<file path="src/rtl/multicycle_control.sv">
// Multicycle MIPS sequencer: walks each instruction through the shared
// ALU / unified memory datapath one step per cycle, stalls on memory,
// and counts retired instructions.
//
// state  | meaning
// -------+-------------------------------------------------------------
// FETCH  | read instruction at PC, PC+4 into PC when memory is ready
// DECODE | read registers, precompute branch target into ALUOut
// MEMADR | compute effective address A + sign-ext imm
// MEMRD  | load data from memory at ALUOut (waits for mem_ready)
// MEMWB  | write MDR to register rt
// MEMWR  | store B to memory at ALUOut (waits for mem_ready)
// REX    | R-type ALU operation A funct B
// ALUWB  | write ALUOut to register rd
// BEQ    | compare A-B, load branch target when zero
// ADDIEX | A + sign-ext imm
// ADDIWB | write ALUOut to register rt
// JUMP   | load jump target into PC
module multicycle_control #(
  parameter logic [5:0] RTYPE_OP = 6'h00,
  parameter logic [5:0] LW_OP    = 6'h23,
  parameter logic [5:0] SW_OP    = 6'h2B,
  parameter logic [5:0] BEQ_OP   = 6'h04,
  parameter logic [5:0] ADDI_OP  = 6'h08,
  parameter logic [5:0] J_OP     = 6'h02
) (
  input  logic        clk,
  input  logic        rst,
  input  logic [5:0]  opcode,
  input  logic        zero,
  input  logic        mem_ready,
  output logic        iord,
  output logic        mem_read,
  output logic        mem_write,
  output logic        ir_write,
  output logic        reg_dst,
  output logic        mem_to_reg,
  output logic        reg_write,
  output logic        alu_src_a,
  output logic [1:0]  alu_src_b,
  output logic [1:0]  alu_op,
  output logic [1:0]  pc_src,
  output logic        pc_en,
  output logic        illegal_op,
  output logic [3:0]  state,
  output logic [31:0] instr_count
);

  localparam logic [3:0] FETCH  = 4'd0;
  localparam logic [3:0] DECODE = 4'd1;
  localparam logic [3:0] MEMADR = 4'd2;
  localparam logic [3:0] MEMRD  = 4'd3;
  localparam logic [3:0] MEMWB  = 4'd4;
  localparam logic [3:0] MEMWR  = 4'd5;
  localparam logic [3:0] REX    = 4'd6;
  localparam logic [3:0] ALUWB  = 4'd7;
  localparam logic [3:0] BEQ    = 4'd8;
  localparam logic [3:0] ADDIEX = 4'd9;
  localparam logic [3:0] ADDIWB = 4'd10;
  localparam logic [3:0] JUMP   = 4'd11;

  logic [3:0] next_state;
  logic       retire;
  logic       pc_write;
  logic       branch;

  // state register; reset abandons any access in flight
  always_ff @(posedge clk) begin
    if (rst) state <= FETCH;
    else     state <= next_state;
  end

  // retired-instruction counter, wraps naturally at 32 bits
  always_ff @(posedge clk) begin
    if (rst)         instr_count <= 32'd0;
    else if (retire) instr_count <= instr_count + 32'd1;
  end

  // next-state decode and retirement detection
  always_comb begin
    next_state = FETCH;
    retire     = 1'b0;
    case (state)
      FETCH:  next_state = mem_ready ? DECODE : FETCH;
      DECODE: begin
        if (opcode == LW_OP || opcode == SW_OP) next_state = MEMADR;
        else if (opcode == RTYPE_OP)            next_state = REX;
        else if (opcode == BEQ_OP)              next_state = BEQ;
        else if (opcode == ADDI_OP)             next_state = ADDIEX;
        else if (opcode == J_OP)                next_state = JUMP;
        else                                    next_state = FETCH;
      end
      MEMADR: begin
        if (opcode == LW_OP)      next_state = MEMRD;
        else if (opcode == SW_OP) next_state = MEMWR;
        else                      next_state = FETCH;
      end
      MEMRD:  next_state = mem_ready ? MEMWB : MEMRD;
      MEMWB:  retire = 1'b1;
      MEMWR: begin
        next_state = mem_ready ? FETCH : MEMWR;
        retire     = mem_ready;
      end
      REX:    next_state = ALUWB;
      ALUWB:  retire = 1'b1;
      BEQ:    retire = 1'b1;
      ADDIEX: next_state = ADDIWB;
      ADDIWB: retire = 1'b1;
      JUMP:   retire = 1'b1;
      default: next_state = FETCH;
    endcase
  end

  // Moore strobes per state, all gated low while reset is held
  always_comb begin
    iord       = 1'b0;
    mem_read   = 1'b0;
    mem_write  = 1'b0;
    ir_write   = 1'b0;
    reg_dst    = 1'b0;
    mem_to_reg = 1'b0;
    reg_write  = 1'b0;
    alu_src_a  = 1'b0;
    alu_src_b  = 2'b00;
    alu_op     = 2'b00;
    pc_src     = 2'b00;
    pc_write   = 1'b0;
    branch     = 1'b0;
    illegal_op = 1'b0;
    case (state)
      FETCH: begin
        mem_read  = 1'b1;
        alu_src_b = 2'b01;
        ir_write  = mem_ready;
        pc_write  = mem_ready;
      end
      DECODE: begin
        alu_src_b  = 2'b11;
        illegal_op = !(opcode == LW_OP || opcode == SW_OP || opcode == RTYPE_OP ||
                       opcode == BEQ_OP || opcode == ADDI_OP || opcode == J_OP);
      end
      MEMADR: begin
        alu_src_a = 1'b1;
        alu_src_b = 2'b10;
      end
      MEMRD: begin
        iord     = 1'b1;
        mem_read = 1'b1;
      end
      MEMWB: begin
        mem_to_reg = 1'b1;
        reg_write  = 1'b1;
      end
      MEMWR: begin
        iord      = 1'b1;
        mem_write = 1'b1;
      end
      REX: begin
        alu_src_a = 1'b1;
        alu_op    = 2'b10;
      end
      ALUWB: begin
        reg_dst   = 1'b1;
        reg_write = 1'b1;
      end
      BEQ: begin
        alu_src_a = 1'b1;
        alu_op    = 2'b01;
        branch    = 1'b1;
        pc_src    = 2'b01;
      end
      ADDIEX: begin
        alu_src_a = 1'b1;
        alu_src_b = 2'b10;
      end
      ADDIWB: reg_write = 1'b1;
      JUMP: begin
        pc_src   = 2'b10;
        pc_write = 1'b1;
      end
      default: ;
    endcase
    if (rst) begin
      iord       = 1'b0;
      mem_read   = 1'b0;
      mem_write  = 1'b0;
      ir_write   = 1'b0;
      reg_dst    = 1'b0;
      mem_to_reg = 1'b0;
      reg_write  = 1'b0;
      alu_src_a  = 1'b0;
      alu_src_b  = 2'b00;
      alu_op     = 2'b00;
      pc_src     = 2'b00;
      pc_write   = 1'b0;
      branch     = 1'b0;
      illegal_op = 1'b0;
    end
    pc_en = pc_write | (branch & zero);
  end

endmodule

</file>
<file path="config.mk">
export PLATFORM = sky130hd
export DESIGN_NAME = multicycle_control
export DESIGN_NICKNAME = d
export VERILOG_FILES = /design/src/rtl/multicycle_control.sv
export SDC_FILE = /design/constraint.sdc
export NUM_CORES = 1
export LEC_CHECK = 0
export BUFFER_PORTS_ARGS = -buffer_cell sky130_fd_sc_hd__buf_2
export CAP_MARGIN = 25
export CORE_MARGIN = 5
export CORE_UTILIZATION = 40
export DETAILED_ROUTE_END_ITERATION = 8
export PLACE_DENSITY = 0.66
export SLEW_MARGIN = 20
export SYNTH_ARGS = -nofsm -noshare
export SYNTH_HDL_FRONTEND = slang
export SYNTH_SLANG_ARGS = --single-unit
</file>
<file path="constraint.sdc">
create_clock -name clk -period 4 [get_ports clk]
set_input_delay 0.6 -clock clk [delete_from_list [all_inputs] [get_ports clk]]
set_output_delay 0.6 -clock clk [all_outputs]
set_load 0.1 [all_outputs]
</file>
* Word-level counts from Yosys, hierarchy flattened
Cells that the tools add are included.
** Word-level totals
- Memory bits (read-only) :: 0
- Output and inout port bits :: 52
- Bits in writable memories :: 0
- Input port bits :: 10
- Bits in registers :: 36
- Memories :: 0
- Bits in latches :: 0
- Logic and storage cells :: 75
** Cells by class
- $lt $le $gt $ge :: 0
- Shift-type cells :: 0
- Bitwise gates (word level) :: 2
- Div/mod/pow operators :: 0
- Add/sub/neg operators :: 1
- Eq/ne operators :: 16
- Reductions and logical operators :: 14
- Multipliers :: 0
- Mux-type cells :: 40
** Operators by type and width (number)
- 32-bit by 1-bit adder with 32-bit output, second input constant :: 1
- 4-bit one-hot mux with 7 select lines :: 1
- 1-bit 2-to-1 mux :: 22
- 4-bit 2-to-1 mux :: 5
- 4-bit by 3-bit equality test with 1-bit output, second input constant :: 4
- 4-bit equality test, second input constant :: 4
- 6-bit equality test, second input constant :: 2
- 3-bit 2-to-1 mux :: 4
- 4-bit by 2-bit equality test with 1-bit output, second input constant :: 2
- 2-bit one-hot mux with 2 select lines :: 2
- 6-bit by 2-bit equality test with 1-bit output, second input constant :: 1
- 6-bit by 3-bit equality test with 1-bit output, second input constant :: 1
- 6-bit by 4-bit equality test with 1-bit output, second input constant :: 1
- 6-bit zero test :: 1
- 2-bit 2-to-1 mux :: 3
- 2-bit one-hot mux with 3 select lines :: 1
- 2-bit OR reduction :: 3
- 1-bit logical OR :: 5
- 5-bit OR reduction :: 1
- 4-bit by 1-bit equality test with 1-bit output, second input constant :: 1
- 4-bit zero test :: 1
- 1-bit one-hot mux with 2 select lines :: 2
- 4-bit OR reduction :: 1
- 3-bit OR reduction :: 1
- 3 further kinds :: 3

* Depth between registers and ports, before layout
Gate-level depths: netlist (run 1).
- Depth in word-level cells :: 9
- Depth in mapped cells :: 9
- Mapped depth without buffers :: 5

* Worst setup path before layout (run 1)
No wires, ideal clock.
- Path type :: reg-to-output
- From :: register state[2]
- To :: output port ir_write
- Stages on the path, launching flop included :: 5
- Arrival time :: 5175 ps
- Data required time :: 3400 ps
- Buffers on the path :: 2
- Setup slack :: -1775 ps
- Path through :: dfxtp_1 > buf_6 > clkbuf_1 > nor4_1 > and3b_1
** Between the ends
- Cells in the longest elaborated chain, start to end :: 3
** Ends and longest elaborated chain
- start, declared :: line 45 : output logic [3:0] state,
- start signal, assigned :: line 70 : else state <= next_state;
- 4-bit zero test :: line 130 : case (state)
- 1-bit 2-to-1 mux :: line 130
- 1-bit 2-to-1 mux :: line 183 : if (rst) begin
- end, declared :: line 35 : output logic ir_write,
No other way between the ends.

* Worst setup path after layout (run 1)
- From :: register state[1]
- To :: register instr_count[22]
** Between the ends
- Cells in the longest elaborated chain, start to end :: 3
- Elaborated cells between the ends (all ways) :: 8
- Those cells by class :: eq/ne: 6; mux: 1; reduce/logical: 1
** Ends and longest elaborated chain
- 4-bit equality test or 4-bit by 3-bit equality test with 1-bit output (tied branches) :: line 83 : case (state)
- 5-bit OR reduction (no source line)
- 1-bit one-hot mux with 2 select lines * :: line 83
- end signal, assigned :: line 76 : else if (retire) instr_count <= instr_count + 32'd1;
- end, declared :: line 46 : output logic [31:0] instr_count
Every way passes the cells marked *; elsewhere a longest branch is shown, timed or not.
A chain may end at the register's enable or synchronous reset.

==> flow_summary.ini, run 1 <==
[synth]
netlist_area_sq_um = 2150
seq_area_frac_synth_pct = 33.5
synth.most_common_cell = dfxtp_1
synthCells = 279
synth_top_family_by_area = simple AND/OR/NAND/NOR gates
yosys.area_share.simple_pct = 34.9
synthAdderAreaFrac_pct = 0.582
syn-mean-instance-area_sq_um = 7.70
synth_top_area_share_pct = 33.5
synth.distinct_cells = 45
async_reset_ff_share_pct = 0
synthXorXnorAreaFrac_pct = 4.07
yosysWarningCount = 0
synth_ff_type = dfxtp_1
synth_mux_area_share_pct = 0
synth_edf_count = 0
synth_seq_cells = 36
synth.area.top_cells = dfxtp_1 (34%), a21oi_1 (7.7%), o31ai_1 (4.9%)
yosys-top-cells-count = dfxtp_1 (36), a21oi_1 (33), nor2_1 (22)
syn_nets = 290
synth_compound_area_share_pct = 21.0
yosysTopAreaCell = dfxtp_1

[detailed_routing]
num_vias = 2235
drcViolationCount = 0
drtAntennaViolNets = 0
drtIter0Drc = 120
routed_wl_mm = 5.50
dr.pass1.iters = 4
viasPerCell = 5.62
wire_per_inst_um = 13.8

[power_and_ir_drop]
irDropWorstVdd_uv = 149
p_leak_nw = 0.966
p_per_area_nw_per_um2 = 304
power_mw = 0.794

[global_routing]
use_met3_pct = 5.35
grt_pass1_wl_mm = 9.54
use_met1_pct = 20.3
gr-usage-met2_pct = 26.1
grt_pass1_vias = 2077
top_usage_layer = met2
grt_max_degree = 47
grt_overflow_total = 0
antenna_found_initial = 0
track_usage_pct = 16.1

[clock_tree]
postCtsSetupBuffers = 0
cts_tree = done
htreeDepth = 2
clk_latency_ps = 290
cts_buffers = 5
clk_pin_slew_worst_paths_ps = 70
hold_buffers = 0
cts.path.max_buffers = 2
cts_resized = 0
cts_root_buf = clkbuf_8
cts_num_sinks = 36

[setup_path]
critPathLaunchType = register
cp.required_ps = 4210
crit_chain = nand2b_1, o21ai_1, or3_1, or4_1, a21oi_1
critical_path.max_fanout = 25
arrival_ps = 3060
worstSetupPathType = register to register
cpPeakStageDelay_ps = 830
end_kind = register
crit_slowest_cell = dfxtp_1

[run_status]
run_status = finished, final reports clean

[sta]
worst_pin_slew_ps = 902
finalClockSkew_ps = 6.28
slew_headroom_pct = 39.9
setup_viol = 0
period_share_pct = 71.1
holdWs_ps = 485
maxSlewViolCount = 0
period_minus_slack_ps = 2850
rsz0062_at_grt = false
finalHoldViolations = 0
setup_tns_ps = 0
fmax_ghz = 0.351

[floorplan]
fp.dieH_um = 83.3
die_w_um = 83.3
dieArea_sq_um = 6940
ios = 62
rows = 26
core_area_sq_um = 5170
start_util_pct = 41.6

[min_path]
hold_path.class = register to register

[finish]
drive_gt1_share_pct = 25.3
fin_util_pct = 50.5
syn_to_final_growth_pct = 21.6
fin_nets = 338
diodes = 0

[placed_design]
port-buffer-count = 61
hpwlAfterDp_mm = 3.77
gp_congestion = 0.799

[run]
cap_violations = 0
## worst max-delay path, delay by kind of cell (launching register included)
family / cells / cell delay, ps
AND/OR/NAND/NOR: 3 / 1600
flip-flops: 1 / 830
AO/OA/AOI/OAI: 2 / 340
## path summary, 6_finish.rpt
kind	from	slack, ps	cells after the start	end
setup reg to reg	state[1]	1150	5	instr_count[22]
setup / recovery	state[1]	1150	5	instr_count[22]
hold reg to reg	instr_count[31]	490	2	instr_count[31]
hold / removal	instr_count[31]	490	2	instr_count[31]
## per-layer routing
metal | wire [um] | part of all wire, % | vias to the layer above
met5 | 0 | 0 | -
met4 | 79 | 1.4 | 0
met3 | 272 | 4.9 | 8
met2 | 2560 | 47 | 42
met1 | 2580 | 47 | 1045
li1 | - | - | 1140
## placed cells by master, fill, tap and decap left out, types with 7 or more instances in the layout
master / n
or3_1: 14
or4_1: 12
a21oi_1: 33
dfxtp_1: 36
clkbuf_8: 7
nor4_1: 7
xnor2_1: 8
buf_2: 61
o21ai_0: 20
nor2_1: 22
o31ai_1: 13
nand3_1: 11
nand2_1: 14
nand4_1: 8
## cells by family after synthesis
group,after synthesis
compound gates,77
xor+xnor,10
fa+ha+maj,1
buf+inv,27
flops,36
simple gates,128
## power breakdown
part	total [mW]	switching [mW]	internal, mW
Sequential	0.363	0.00430	0.359
Combinational	0.0753	0.0583	0.0170
Clock	0.356	0.136	0.220
Total	0.794	0.199	0.596
## registers in the layout, summed over array words and instances, names as in the netlist
signal / count
instr_count: 32
state: 4
## metrics by stage
stage	area [sq um]	std cells	setup slack, ps
after global placement	2490	390	1350
final	2610	398	1150
after floorplan	2190	279	-490
after CTS	2610	398	1170
after global routing	2610	398	965
after detailed placement	2490	390	1200
## final cells by class
| type | count | area [sq um] |
|---|---|---|
| fill | 505 | 2560 |
| inverter | 5 | 18.8 |
| sequential | 36 | 721 |
| timing repair buffer | 63 | 320 |
| multi-input combinational | 216 | 1340 |
| clock buffer | 7 | 96.3 |
| clock inverter | 1 | 30.0 |
| tap | 70 | 87.6 |
(Power assumes the default switching activity.)
==> run 2, diff against run 1 <==
--- a/config.mk
+++ b/config.mk
@@ -10,7 +10,7 @@
 export CORE_MARGIN = 5
 export CORE_UTILIZATION = 40
 export DETAILED_ROUTE_END_ITERATION = 8
-export PLACE_DENSITY = 0.66
+export PLACE_DENSITY = 0.69
 export SLEW_MARGIN = 20
 export SYNTH_ARGS = -nofsm -noshare
 export SYNTH_HDL_FRONTEND = slang
==> constraint.sdc (replaced) <==
create_clock -name clk -period 2.6 [get_ports clk]
set_input_delay 0.39 -clock clk [delete_from_list [all_inputs] [get_ports clk]]
set_output_delay 0.39 -clock clk [all_outputs]
set_load 0.1 [all_outputs]
==> run 2 against run 1 <==
Compared with the run above:
- die area unchanged
- first-iteration DRC count up 5.0%
- routed wire length rose by 0.55%
- combinational power increased by 70%
- worst hold slack worse by 2.5 ps
- final cell count increased by 0.75%
- sequential power increased by 53%
- critical path depth down 1
- global-route usage grew 0.16 points
- critical endpoint is now alu_src_b[1]
- largest power group unchanged
==> flow_summary.ini, run 2 (synthesis results as in run 1) <==
[run_status]
run_status = finished, final reports clean

[power_and_ir_drop]
p_sw_mw = 0.290
p_per_area_nw_per_um2 = 390
power_mw = 1.05
combPwrFrac_pct = 12.2
irDropWorstVdd_uv = 284
p_leak_nw = 0.988
sw_frac_of_total_pct = 27.5
p_clk_share_pct = 35.0
internal_power_mw = 0.764
seq_power_share_pct = 52.8

[placed_design]
pre_cts_ws_ps = 500
gp_congestion = 0.900
port-buffer-count = 61
hpwlAfterDp_mm = 3.99

[floorplan]
core_area_sq_um = 5170
ios = 62
dieArea_sq_um = 6940
rows = 26
start_util_pct = 41.6
die_w_um = 83.3
fp.dieH_um = 83.3

[detailed_routing]
viasPerCell = 5.57
drtIter0Drc = 126
wire_per_inst_um = 13.8
dr.pass1.iters = 4
routed_wl_mm = 5.53
drcViolationCount = 0
drtAntennaViolNets = 0
num_vias = 2233

[global_routing]
gr-usage-met2_pct = 26.8
use_met1_pct = 20.6
top_usage_layer = met2
track_usage_pct = 16.2
grt_pass1_wl_mm = 9.65
grt_overflow_total = 0
grt_pass1_vias = 2099
grt_max_degree = 26
antenna_found_initial = 0
use_met3_pct = 4.75

[finish]
fin_nets = 342
layout_commonest_cell = buf_2
syn_to_final_growth_pct = 25.7
reg.largest.list = instr_count x32, state x4
diodes = 0
regMostFlops = instr_count
fin_util_pct = 52.2
largest_reg_flops = 32
drive_gt1_share_pct = 32.3
layout_common_cells = buf_2 (61), a21oi_1 (33), dfxtp_1 (22)

[setup_path]
cpPeakStageDelay_ps = 480
end_kind = output port
arrival_ps = 1870
critical_path.max_fanout = 20
crit_slowest_cell = dfxtp_4
critPathLaunch = state[0]
r2r_slack_ps = 470
rr_startpoint = state[1]
cp.required_ps = 2210
worstSetupPathType = register to output port
crit_chain = nor2b_2, a21oi_1, nor3_4, buf_2
crit_buf_inv = 1
critPathLaunchType = register
critical_path.top_delay_family = simple AND/OR/NAND/NOR gates

[sta]
slew_headroom_pct = 64.5
worst_pin_slew_ps = 527
setup_tns_ps = 0
period_minus_slack_ps = 2260
period_share_pct = 86.7
setup_viol = 0
finalHoldViolations = 0
finalClockSkew_ps = 7.58
rsz0062_at_grt = false
holdWs_ps = 483
fmax_ghz = 0.443
maxSlewViolCount = 0
worst_slack_ps = 345

[clock_tree]
postCtsSetupBuffers = 0
clk_latency_ps = 280
cts_tree = done
cts_root_buf = clkbuf_8
clk_pin_slew_worst_paths_ps = 70
cts_buffers = 5
cts_num_sinks = 36
cts.path.max_buffers = 2
htreeDepth = 2
hold_buffers = 0
cts_resized = 0

[run]
cap_violations = 0

[min_path]
hold_start = instr_count[31]
hold_path.class = register to register
[run 2: path summary, 6_finish.rpt]
| kind | end | cells past startpoint |
|---|---|---|
| worst max-delay path | alu_src_b[1] | 4 |
| worst min register to register | instr_count[31] | 2 |
| worst max register to register | instr_count[28] | 6 |
| worst min-delay path | instr_count[31] | 2 |
[run 2: layer usage]
layer | share of wire (%) | wire [um]
met1 | 47 | 2590
met2 | 46 | 2550
met3 | 5.8 | 320
met4 | 1.2 | 67
met5 | 0 | 0
[run 2: layout make-up]
| class | instances | area (sq um) |
|---|---|---|
| clock buffer | 6 | 72.6 |
| clock inverter | 1 | 5.00 |
| sequential | 36 | 748 |
| tap | 70 | 87.6 |
| fill | 509 | 2470 |
| inverter | 5 | 18.8 |
| multi-input combinational | 216 | 1420 |
| timing repair buffer | 67 | 350 |
[run 2: per-stage QoR]
step	std cells	area [sq um]
finish	401	2700
global placement	394	2630
global route	401	2700
floorplan	279	2310
CTS	401	2700
detailed placement	394	2630
[run 2: power by group through the flow]
| stage | Clock (mW) | Combinational (mW) | Sequential [mW] |
|---|---|---|---|
| 4_1_cts | 0.387 | 0.129 | 0.557 |
| 2_1_floorplan | 0 | 0.0978 | 0.573 |
| 3_3_place_gp | 0 | 0.128 | 0.569 |
| 3_5_place_dp | 0 | 0.129 | 0.569 |
| 6_report | 0.369 | 0.128 | 0.557 |
| 5_1_grt | 0.416 | 0.137 | 0.557 |
[run 2: worst reg2reg max path, cell delays in order (launching register included)]
cell and delay, ps:
dfxtp_4 520, nand2b_1 170, o21ai_1 140, or3_1 370
buf_4 220, or4_1 480, a21oi_1 170
